File: config.mk
export PLATFORM = sky130hd
export DESIGN_NAME = branch_target_predictor
export DESIGN_NICKNAME = d
export VERILOG_FILES = /design/src/rtl/branch_target_predictor.sv
export SDC_FILE = /design/constraint.sdc
export NUM_CORES = 1
export LEC_CHECK = 0
export ABC_AREA = 1
export CELL_PAD_IN_SITES_DETAIL_PLACEMENT = 1
export CELL_PAD_IN_SITES_GLOBAL_PLACEMENT = 1
export CORE_AREA = 2 2 291 293
export CTS_CLUSTER_SIZE = 8
export DETAILED_ROUTE_END_ITERATION = 8
export DIE_AREA = 0 0 293 295
export DONT_BUFFER_PORTS = 1
export HOLD_SLACK_MARGIN = 0.03
export PLACE_DENSITY_LB_ADDON = 0.1
export RECOVER_POWER = 100
export SYNTH_ARGS = -nofsm -noshare
export SYNTH_HDL_FRONTEND = slang
export SYNTH_SLANG_ARGS = --single-unit
File: constraint.sdc
create_clock -name clk -period 28.1 [get_ports clk]
set_clock_uncertainty 0.05 [all_clocks]
set_input_delay 5.62 -clock clk [delete_from_list [all_inputs] [get_ports clk]]
set_output_delay 5.62 -clock clk [all_outputs]
set_load 0.05 [all_outputs]
File: src/rtl/branch_target_predictor.sv
`default_nettype none
// ============================================================================
// Module      : branch_target_predictor
// Description : Direct-mapped branch target buffer with per-entry saturating
//               direction counters. Fetch gets a same-cycle predicted next pc
//               for if_pc. EX sends one resolution per cycle. The block flags
//               mispredicts, supplies the redirect pc and keeps saturating
//               hit and mispredict statistics.
// Ports       : clk, rst (async, active high)
//               if_pc -> pred_hit / pred_taken / pred_next_pc   (lookup)
//               upd_*                                            (EX update)
//               mispredict / redirect_pc                         (EX outputs)
//               invalidate_all                                   (clear valids)
//               stat_hits / stat_mispredicts                     (statistics)
// Revision    : 1.0 - initial release
// ============================================================================
module branch_target_predictor #(
    parameter int ADDR_W  = 16,
    parameter int ENTRIES = 16,
    parameter int CTR_W   = 2,
    parameter int STAT_W  = 16
) (
    input  logic              clk,
    input  logic              rst,
    input  logic [ADDR_W-1:0] if_pc,
    output logic              pred_hit,
    output logic              pred_taken,
    output logic [ADDR_W-1:0] pred_next_pc,
    input  logic              upd_valid,
    input  logic [ADDR_W-1:0] upd_pc,
    input  logic              upd_is_branch,
    input  logic              upd_taken,
    input  logic [ADDR_W-1:0] upd_target,
    input  logic              upd_pred_taken,
    input  logic [ADDR_W-1:0] upd_pred_target,
    output logic              mispredict,
    output logic [ADDR_W-1:0] redirect_pc,
    input  logic              invalidate_all,
    output logic [STAT_W-1:0] stat_hits,
    output logic [STAT_W-1:0] stat_mispredicts
);

    localparam int IDX_W = $clog2(ENTRIES);
    localparam int TAG_W = ADDR_W - IDX_W - 1;

    localparam logic [CTR_W-1:0]  C_CTR_MAX   = '1;
    localparam logic [CTR_W-1:0]  C_CTR_ZERO  = '0;
    localparam logic [CTR_W-1:0]  C_CTR_ALLOC = CTR_W'(1) << (CTR_W - 1);
    localparam logic [CTR_W-1:0]  C_CTR_RST   = C_CTR_ALLOC - CTR_W'(1);
    localparam logic [STAT_W-1:0] C_STAT_MAX  = '1;
    localparam logic [ADDR_W-1:0] C_PC_STEP   = ADDR_W'(2);

    // Entry storage
    logic [ENTRIES-1:0] valid_q, valid_d;
    logic [TAG_W-1:0]   tag_q   [ENTRIES];
    logic [TAG_W-1:0]   tag_d   [ENTRIES];
    logic [ADDR_W-1:0]  tgt_q   [ENTRIES];
    logic [ADDR_W-1:0]  tgt_d   [ENTRIES];
    logic [CTR_W-1:0]   ctr_q   [ENTRIES];
    logic [CTR_W-1:0]   ctr_d   [ENTRIES];
    logic [STAT_W-1:0]  stat_hits_q, stat_hits_d;
    logic [STAT_W-1:0]  stat_mis_q,  stat_mis_d;

    // Lookup path: purely combinational from the flopped arrays
    logic [IDX_W-1:0] w_if_idx;
    logic [TAG_W-1:0] w_if_tag;

    assign w_if_idx     = if_pc[IDX_W:1];
    assign w_if_tag     = if_pc[ADDR_W-1:IDX_W+1];
    assign pred_hit     = valid_q[w_if_idx] && (tag_q[w_if_idx] == w_if_tag);
    assign pred_taken   = pred_hit && ctr_q[w_if_idx][CTR_W-1];
    assign pred_next_pc = pred_taken ? tgt_q[w_if_idx] : (if_pc + C_PC_STEP);

    // Resolution path
    logic [IDX_W-1:0] w_upd_idx;
    logic [TAG_W-1:0] w_upd_tag;
    logic             w_upd_hit;

    assign w_upd_idx = upd_pc[IDX_W:1];
    assign w_upd_tag = upd_pc[ADDR_W-1:IDX_W+1];
    assign w_upd_hit = valid_q[w_upd_idx] && (tag_q[w_upd_idx] == w_upd_tag);

    // A non-branch that was predicted taken must also be flushed.
    assign mispredict = upd_valid &&
                        (upd_is_branch ?
                            ((upd_taken != upd_pred_taken) ||
                             (upd_taken && (upd_pred_target != upd_target))) :
                            upd_pred_taken);
    assign redirect_pc = upd_taken ? upd_target : (upd_pc + C_PC_STEP);

    always_comb begin
        valid_d = valid_q;
        tag_d   = tag_q;
        tgt_d   = tgt_q;
        ctr_d   = ctr_q;
        if (invalidate_all) begin
            // Wins over any same-cycle update; only valid bits are touched.
            valid_d = '0;
        end else if (upd_valid) begin
            if (upd_is_branch) begin
                if (w_upd_hit) begin
                    if (upd_taken) begin
                        tgt_d[w_upd_idx] = upd_target;
                        if (ctr_q[w_upd_idx] != C_CTR_MAX) begin
                            ctr_d[w_upd_idx] = ctr_q[w_upd_idx] + CTR_W'(1);
                        end
                    end else if (ctr_q[w_upd_idx] != C_CTR_ZERO) begin
                        ctr_d[w_upd_idx] = ctr_q[w_upd_idx] - CTR_W'(1);
                    end
                end else if (upd_taken) begin
                    // Allocation silently evicts whatever alias held the slot.
                    valid_d[w_upd_idx] = 1'b1;
                    tag_d[w_upd_idx]   = w_upd_tag;
                    tgt_d[w_upd_idx]   = upd_target;
                    ctr_d[w_upd_idx]   = C_CTR_ALLOC;
                end
            end else if (w_upd_hit) begin
                // Code at this pc is no longer a branch: drop the stale entry.
                valid_d[w_upd_idx] = 1'b0;
            end
        end
    end

    always_comb begin
        stat_hits_d = stat_hits_q;
        stat_mis_d  = stat_mis_q;
        if (pred_hit && (stat_hits_q != C_STAT_MAX)) begin
            stat_hits_d = stat_hits_q + STAT_W'(1);
        end
        if (mispredict && (stat_mis_q != C_STAT_MAX)) begin
            stat_mis_d = stat_mis_q + STAT_W'(1);
        end
    end

    always_ff @(posedge clk or posedge rst) begin
        if (rst) begin
            valid_q     <= '0;
            stat_hits_q <= '0;
            stat_mis_q  <= '0;
            for (int i = 0; i < ENTRIES; i++) begin
                tag_q[i] <= '0;
                tgt_q[i] <= '0;
                ctr_q[i] <= C_CTR_RST;
            end
        end else begin
            valid_q     <= valid_d;
            tag_q       <= tag_d;
            tgt_q       <= tgt_d;
            ctr_q       <= ctr_d;
            stat_hits_q <= stat_hits_d;
            stat_mis_q  <= stat_mis_d;
        end
    end

    assign stat_hits        = stat_hits_q;
    assign stat_mispredicts = stat_mis_q;

endmodule
`default_nettype wire

# Yosys cells after proc, flatten, opt, wreduce, memory -nomap -nowiden

Index checks and enable logic that the tools add are counted.
W data, S select, Z words.

Register bits after elaboration: 512
Input bits: 71
Output and inout port bits: 67

Add/subtract/negate cells: 6
$lt $le $gt $ge: 6
Equal/unequal tests: 9
Mux-type cells: 45
Bitwise gates (word level): 10
Reductions and logical operators: 20

Operator list:

| operator                | number |
|---|---|
| $bwmux W256             | 1 |
| $bwmux W176             | 1 |
| $mux W16                | 11 |
| $mux W32                | 5 |
| $bmux W11 S4            | 2 |
| $bmux W16 S4            | 1 |
| $bwmux W32              | 2 |
| $demux W16 S4           | 1 |
| $mux W11                | 5 |
| $demux W11 S4           | 1 |
| $add A16 B1 Y16 const B | 2 |
| $add A16 B2 Y16 const B | 2 |
| $and A16 B16 Y16        | 2 |
| $ne A16 B16 Y1 const B  | 2 |
| $not A16 Y16            | 2 |
| $or A16 B16 Y16         | 2 |
| $eq A11 B11 Y1          | 2 |
| $bmux W2 S4             | 2 |
| $ne A16 B16 Y1          | 1 |
| $ge A5 B5 Y1 const B    | 2 |
| $lt A4 B5 Y1 const B    | 2 |
| $mux W2                 | 5 |
| $not A4 Y5              | 2 |
| $logic_and A1 B1 Y1     | 9 |
| 19 further kinds        | 29 |

# Depth between registers and ports, before layout

Gate-level depths: netlist of run 1.

Depth after elaboration: 10
Mapped depth: 23
Mapped depth without buffers: 19

# Worst setup path after synthesis of run 1

Ideal clock, no wire load.

Path type: input-to-output
Start point: input upd_pc[2]
End point: output redirect_pc[14]
Data arrival time: 8.303 ns
Required time: 22.430 ns
Path slack: 14.127 ns
Stages: 16
Buffers on the path: 3
Cells stage by stage: buf_2 > inv_2 > buf_2 > clkbuf_1 > nor3_1 > inv_1 > nor2_1 > inv_1 > nor2_1 > inv_1 > nor2_1 > inv_1 > nor2_1 > nand4_1 > xor2_1 > o21ai_0

Cells in the longest elaborated chain, start to end: 2

RTL lines:

| element         | RTL line | text |
|---|---|---|
| from (decl)     | 30       | `input logic [ADDR_W-1:0] upd_pc,` |
| $add A16 B2 Y16 | 89       | `assign redirect_pc = upd_taken ? upd_target : (upd_pc + C_PC_STEP);` |
| $mux W16        | 89       |  |
| to (decl)       | 37       | `output logic [ADDR_W-1:0] redirect_pc,` |

Every way passes these cells.

# Worst setup path in the final report of run 1

Start point: input if_pc[1]
End point: output pred_next_pc[7]

Cells in the longest elaborated chain, start to end: 8

RTL lines:

| element                                     | RTL line   | text |
|---|---|---|
| from (decl)                                 | 25         | `input logic [ADDR_W-1:0] if_pc,` |
| $not A4 Y5 (not written as such)            | 70, 71, 72 |  |
| $bmux W11 S4                                | 70         | `assign pred_hit = valid_q[w_if_idx] && (tag_q[w_if_idx] == w_if_tag);` |
| $mux W11 (not written as such) (2 in a row) | 70         |  |
| $eq A11 B11 Y1                              | 70         |  |
| $logic_and A1 B1 Y1                         | 70         |  |
| $logic_and A1 B1 Y1                         | 71         | `assign pred_taken = pred_hit && ctr_q[w_if_idx][CTR_W-1];` |
| $mux W16 (*)                                | 72         | `assign pred_next_pc = pred_taken ? tgt_q[w_if_idx] : (if_pc + C_PC_STEP);` |
| to (decl)                                   | 28         | `output logic [ADDR_W-1:0] pred_next_pc,` |

Every way passes the cells marked *; elsewhere a longest branch is shown, timed or not. The select of a mux whose other input is x is not followed.

==> impl_results.md, run 1 <==
* Post-synth top area share at 0.429
* Worst Hold Class: reg -> reg
* Rel. slew slack at -2.80
* Largest net degree at the start of global routing at 283
* Setup Total Neg Slack at 0 ps
* Setup-failing EPs final at 0
* CP Capture Type: primary output
* Failing checks: capacitance limit, slew limit
* Final non-filler cell total at 4,994
* Placed cells at 4,890
* WL final at 120,000 µm
* Ys async rst share at 1.00
* Final Cycle Share at 0.652
* Core ar. at 0.0832 mm²
* Row cnt at 106
* Max FO, Critical Path at 282
* Register area share after synthesis at 0.444
* Initial Utilization at 0.348
* Critical-path top delay cell: clkinvlp_2
* Synth Flop Type: dfrtp_1
* Drt first pass iters at 5
* Via density at 5.50
* Post-synthesis register bit count at 512
* Worst path arrival time at 12,650 ps
* Die Footprint at 0.0864 mm²
* CTS resizes at 0
* Port bufs at 0
* Antenna Cells at 0
* Pwr/cell area at 62.4 mW/mm²
* Syn Inst Count at 4,053
* Antenna-violating nets left at 0
* Min Clock Period, post-route at 18,320 ps
* Max Cap Violations at 59
* Clock Latency Late Sink at 650 ps
* Count of pins over their slew limit at 1,423
* Number of synthesized flops with an enable pin at 0
* Clk root buf: clkbuf_16
* Status: finished, violations left
* Leakage at 14.9 nW
* Syn-to-layout area delta at 8.22%
* Die Y at 295 µm
* Post-synth top cells: nand2_1 (1,285), o21ai_0 (567), dfrtp_1 (496)
* CTS Hold Bufs at 0
* Syn Nets at 4,133
* # IOs at 138
* Clk buf depth at 3
* Setup Fix Bufs, Post-CTS at 0
* Slew at the pin with the worst max-slew slack at 5670 ps
* Drt wl/cell at 24.0 µm
* DR vias at 27,500
* Grt ovf at 0
* Critical path buffers and inverters at 2
* TritonCTS Buffers at 75
* First-pass GRT wire length at 182,000 µm
* Worst setup SP type: input pin
* Fmax at 54.6 MHz
* Initial DRC Count at 1,856
* Post-synth top area cell: dfrtp_1
* # DRC at 0
* Pre-CTS WS at 12,770 ps
* RSZ-0062 raised after global routing: false
* Htree depth at 3
* Post-synth cell types at 39
* Synth area leaders: dfrtp_1 (43%), nand2_1 (17%), o21ai_0 (9.8%)
* CTS clk-pin slew, worst paths at 50 ps
* Syn Std Cell Area at 0.0289 mm²
* Vias in the first global route at 27,500
* Peak VDD IR at 0.0439 mV
* GRT Util Overall at 0.278
* Die W at 293 µm
* Layout fillers at 10,300
* Endpoints failing hold at 0
* Most frequent CP cell: nand2_1
* Slowest stage delay, CP at 2370 ps
* CP required at 22,430 ps
* TritonCTS clock tree: yes
* Initial antenna violation count at 1
* WS Path Type: in -> out
* Detailed placement HPWL at 75,900 µm
* Setup ws final at 9780 ps
* Top-count cell post-synth: nand2_1
* Delay-heaviest family, CP: buffers and inverters
* Yosys warnings at 0
* Fin nets at 3,967
* Avg Cell Area, Syn at 7.13 µm²
* Clock sink count at 512
* CP cell instances: clkinvlp_2 -> o21ai_0 -> nand2_1 -> nand2_1 -> nand2_1 -> inv_1 -> nand2_1 -> nand2_1 -> nand2_1 -> nor2_1 -> nand2_1 -> nor2_1 -> nand3_1 -> o21ai_0
* Layout cells sized above 1 at 0.0434
* Routability Congestion at 0.868
==> worst register-to-register path, stage by stage, from the launching register on <==
cell and delay (ps):
dfrtp_1 390, inv_1 60, nand2_1 40, nand3_1 140, nand2_1 70, nand2_1 140, nand2_1 180, nor2_1 200
nand2_1 100, nand2_1 110, nor2_1 50, nand2_1 70, nor2_1 80, nand2_1 110, nand2_2 50, nor2_1 1470
clkbuf_1 2340, clkbuf_1 1760, nand2_1 1140, nand2_1 240, nand2_1 70
==> worst paths after layout <==
path                                       endpoint  slack [ps]              startpoint  cells past startpoint
min in group asynchronous     tag_q[60]$_DFFE_PP0P_        6580                     rst                      1
hold reg to reg                ctr_q[2]$_DFFE_PP1P_         410    ctr_q[2]$_DFFE_PP1P_                      2
hold / removal                 ctr_q[2]$_DFFE_PP1P_         410    ctr_q[2]$_DFFE_PP1P_                      2
setup reg to reg             tag_q[120]$_DFFE_PP0P_       19100  tag_q[105]$_DFFE_PP0P_                     20
setup / recovery                    pred_next_pc[7]        9780                if_pc[1]                     14
max in group asynchronous  stat_hits[5]$_DFFE_PP0P_       13430                     rst                      3
==> cell usage in the layout, fill, tap and decap left out, types with 17 or more instances in the layout <==
| master | count |
|---|---|
| nand2_1 | 1290 |
| o21ai_0 | 570 |
| dfrtp_1 | 496 |
| nand3_1 | 348 |
| nor2_1 | 303 |
| inv_1 | 268 |
| a21oi_1 | 99 |
| clkbuf_16 | 75 |
| nand4_1 | 63 |
| clkbuf_1 | 59 |
| o22ai_1 | 49 |
| nand2_2 | 31 |
| xor2_1 | 31 |
| o211ai_1 | 28 |
| o21ai_1 | 23 |
| nor3_1 | 20 |
| o221ai_1 | 19 |
| buf_4 | 17 |
==> registers in the layout (all words and copies together), names as in the netlist <==
register / flops
tag_q: 176
stat_mispredicts: 16
valid_q: 16
ctr_q: 32
stat_hits: 16
tgt_q: 256
==> metrics by stage <==
step                      cell area (µm²)  power, W  utilization  hold WS, ps
final                               31300   0.00195        0.376          412
after detailed placement            29300   0.00110        0.353          406
after global routing                31300   0.00205        0.376          431
after floorplan                     28900   0.00104            -          391
after global placement              29300   0.00110        0.353          403
after CTS                           31500   0.00198        0.379          414
==> cell type report <==
class	instances	area (µm²)	area share
inverters	278	1050	0.0335
flip-flops and latches	512	12800	0.410
repair buffers	56	274	0.00876
clock inverters	7	200	0.00640
multi-input cells	2964	13600	0.435
clock buffers	97	1980	0.0633
well taps	1080	1350	0.0432
==> where the power goes <==
part           total [W]  switching (W)  internal, W
Combinational   0.000243       0.000171    0.0000721
Clock           0.000862       0.000366     0.000496
Sequential      0.000847      0.0000502     0.000797
==> kinds of logic (layout without fill, tap and decap cells) <==
family | count (synthesis) | count (layout) | synth area share
flops | 512 | 512 | 0.444
fa+ha+maj | 9 | 9 | 0.00390
xor+xnor | 46 | 46 | 0.0139
simple gates | 2085 | 2085 | 0.299
buf+inv | 577 | 438 | 0.0850
compound gates | 824 | 824 | 0.154
==> per-layer routing <==
| layer | part of all wire | vias to the layer above | track usage |
|---|---|---|---|
| met5 | 0.00011 | - | 0 |
| met4 | 0.023 | 2 | 0.0660 |
| met3 | 0.049 | 145 | 0.0400 |
| met2 | 0.45 | 632 | 0.440 |
| met1 | 0.48 | 13800 | 0.400 |
| li1 | - | 12900 | - |
Note: power is estimated with default switching activity, not from simulation.
==> run 2, diff against run 1 <==
==> constraint.sdc (replaced) <==
create_clock -name clk -period 18.3 [get_ports clk]
set_clock_uncertainty 0.05 [all_clocks]
set_input_delay 3.66 -clock clk [delete_from_list [all_inputs] [get_ports clk]]
set_output_delay 3.66 -clock clk [all_outputs]
set_load 0.05 [all_outputs]
==> run 2 against run 1 <==
The run still ends with capacitance limit, slew limit left; global-route usage up 0.11 points; critical path type unchanged; combinational power grew 54%; clock-buffer cell count down 3; critical path depth increased by 1.
==> impl_results.md, run 2 (synthesized netlist as in run 1, its figures left out) <==
* Port bufs at 0
* RSZ-0062 raised after global routing: false
* # IOs at 138
* Drt wl/cell at 24.2 µm
* Footprint of the multi-input gates at 0.0136 mm²
* Initial Utilization at 0.348
* Setup ws final at 3760 ps
* CTS resizes at 0
* Routability Congestion at 0.867
* Die Y at 295 µm
* Initial DRC Count at 1,839
* Min Clock Period, post-route at 14,540 ps
* Htree depth at 3
* Peak VDD IR at 0.0724 mV
* Layout fillers at 10,300
* Setup Fix Bufs, Post-CTS at 0
* WL final at 121,000 µm
* Clk root buf: clkbuf_16
* Syn-to-layout area delta at 8.23%
* CP Capture Type: primary output
* Delay-heaviest family, CP: buffers and inverters
* Status: finished, violations left
* TritonCTS clock tree: yes
* Final non-filler cell total at 4,992
* # DRC at 0
* Most frequent CP cell: nand2_1
* Fin nets at 3,967
* Reg area at 0.0128 mm²
* Antenna Cells at 0
* Drt first pass iters at 5
* Endpoints failing hold at 0
* Worst path arrival time at 10,830 ps
* Total power at 0.00301 W
* Antenna-violating nets left at 0
* Max Cap Violations at 45
* Largest net degree at the start of global routing at 283
* Vias in the first global route at 27,600
* Clock sink count at 512
* Setup-failing EPs final at 0
* CP required at 14,590 ps
* Count of pins over their slew limit at 1,335
* Row cnt at 106
* Largest registers: tgt_q: 256 flops, tag_q: 176 flops, ctr_q: 32 flops
* Die W at 293 µm
* Leakage at 14.9 nW
* DR vias at 27,400
* Commonest non-fill, non-tap cell in the layout: nand2_1
* Pwr/cell area at 96.3 mW/mm²
* Fmax at 68.8 MHz
* Grt ovf at 0
* Placed cells at 4,890
* TritonCTS Buffers at 75
* Core ar. at 0.0832 mm²
* Failing checks: capacitance limit, slew limit
* Worst setup SP type: input pin
* Clk buf depth at 3
* Final Cycle Share at 0.794
* Slowest stage delay, CP at 2580 ps
* Detailed placement HPWL at 76,000 µm
* CP cell instances: clkinvlp_2 -> o21ai_0 -> nand3_1 -> nand3_1 -> nand2_1 -> nand2_1 -> nand2_1 -> nor2_1 -> nand2_1 -> nor2_1 -> nand3_1 -> inv_1 -> nand2_1 -> nand2_1 -> inv_1
* CTS Hold Bufs at 0
* Most frequent cells in the layout: nand2_1 (1,290), o21ai_0 (558), dfrtp_1 (496)
* GRT Util Overall at 0.279
* Critical-path top delay cell: clkinvlp_2
* Pre-CTS WS at 6840 ps
* CTS clk-pin slew, worst paths at 50 ps
* WS Path Type: in -> out
* Worst Hold Class: reg -> reg
* Max FFs per register at 256
* First-pass GRT wire length at 183,000 µm
* Rel. slew slack at -2.75
* Layout cells sized above 1 at 0.0442
* Via density at 5.48
* Die Footprint at 0.0864 mm²
* Critical path buffers and inverters at 3
* Setup Total Neg Slack at 0 ps
* Slew at the pin with the worst max-slew slack at 5620 ps
* Max FO, Critical Path at 282
* Initial antenna violation count at 5
* Top reg by flops: tgt_q
* Clock Latency Late Sink at 650 ps
run 2: tightest hold or removal path, delay by kind of cell, from the launching register on:
family	cells	cell delay (ps)
and+or+nand+nor	2	90
DFF	1	360
run 2: final cells by class:
cell class / count / area share
Multi-Input combinational cell: 2964 / 0.435
Sequential cell: 512 / 0.410
Clock buffer: 94 / 0.0629
Tap cell: 1080 / 0.0432
Inverter: 278 / 0.0335
Timing Repair Buffer: 56 / 0.00900
Clock inverter: 8 / 0.00656
run 2: metrics by stage:
step	instance area [µm²]	util	hold slack [ps]
after CTS	31500	0.379	414
after global routing	31300	0.376	432
after floorplan	28900	-	391
final	31300	0.376	411
after global placement	29300	0.353	401
after detailed placement	29300	0.353	406
run 2: metal layers:
metal / share of wire / routed length, µm / vias to the layer above / GRT usage
li1: - / - / 12900 / -
met1: 0.48 / 57900 / 13700 / 0.399
met2: 0.44 / 53500 / 637 / 0.441
met3: 0.050 / 6060 / 149 / 0.0402
met4: 0.027 / 3200 / 0 / 0.0740
met5: 0 / 0 / - / 0
run 2: worst paths after layout:
path | slack (ps) | depth (start not counted) | to | startpoint
max reg2reg | 10560 | 19 | tag_q[158]$_DFFE_PP0P_ | tag_q[38]$_DFFE_PP0P_
max in group asynchronous | 5780 | 3 | stat_hits[1]$_DFFE_PP0P_ | rst
max | 3760 | 15 | pred_next_pc[13] | if_pc[1]
min | 410 | 2 | ctr_q[16]$_DFFE_PP1P_ | ctr_q[16]$_DFFE_PP1P_
min in group asynchronous | 4570 | 1 | tag_q[60]$_DFFE_PP0P_ | rst
min reg2reg | 410 | 2 | ctr_q[16]$_DFFE_PP1P_ | ctr_q[16]$_DFFE_PP1P_
run 2: power by group:
group / switching (W) / internal (W) / total (W)
combinational: 0.000264 / 0.000111 / 0.000375
clock: 0.000577 / 0.000760 / 0.00134
sequential: 0.0000771 / 0.00122 / 0.00130
total: 0.000917 / 0.00209 / 0.00301
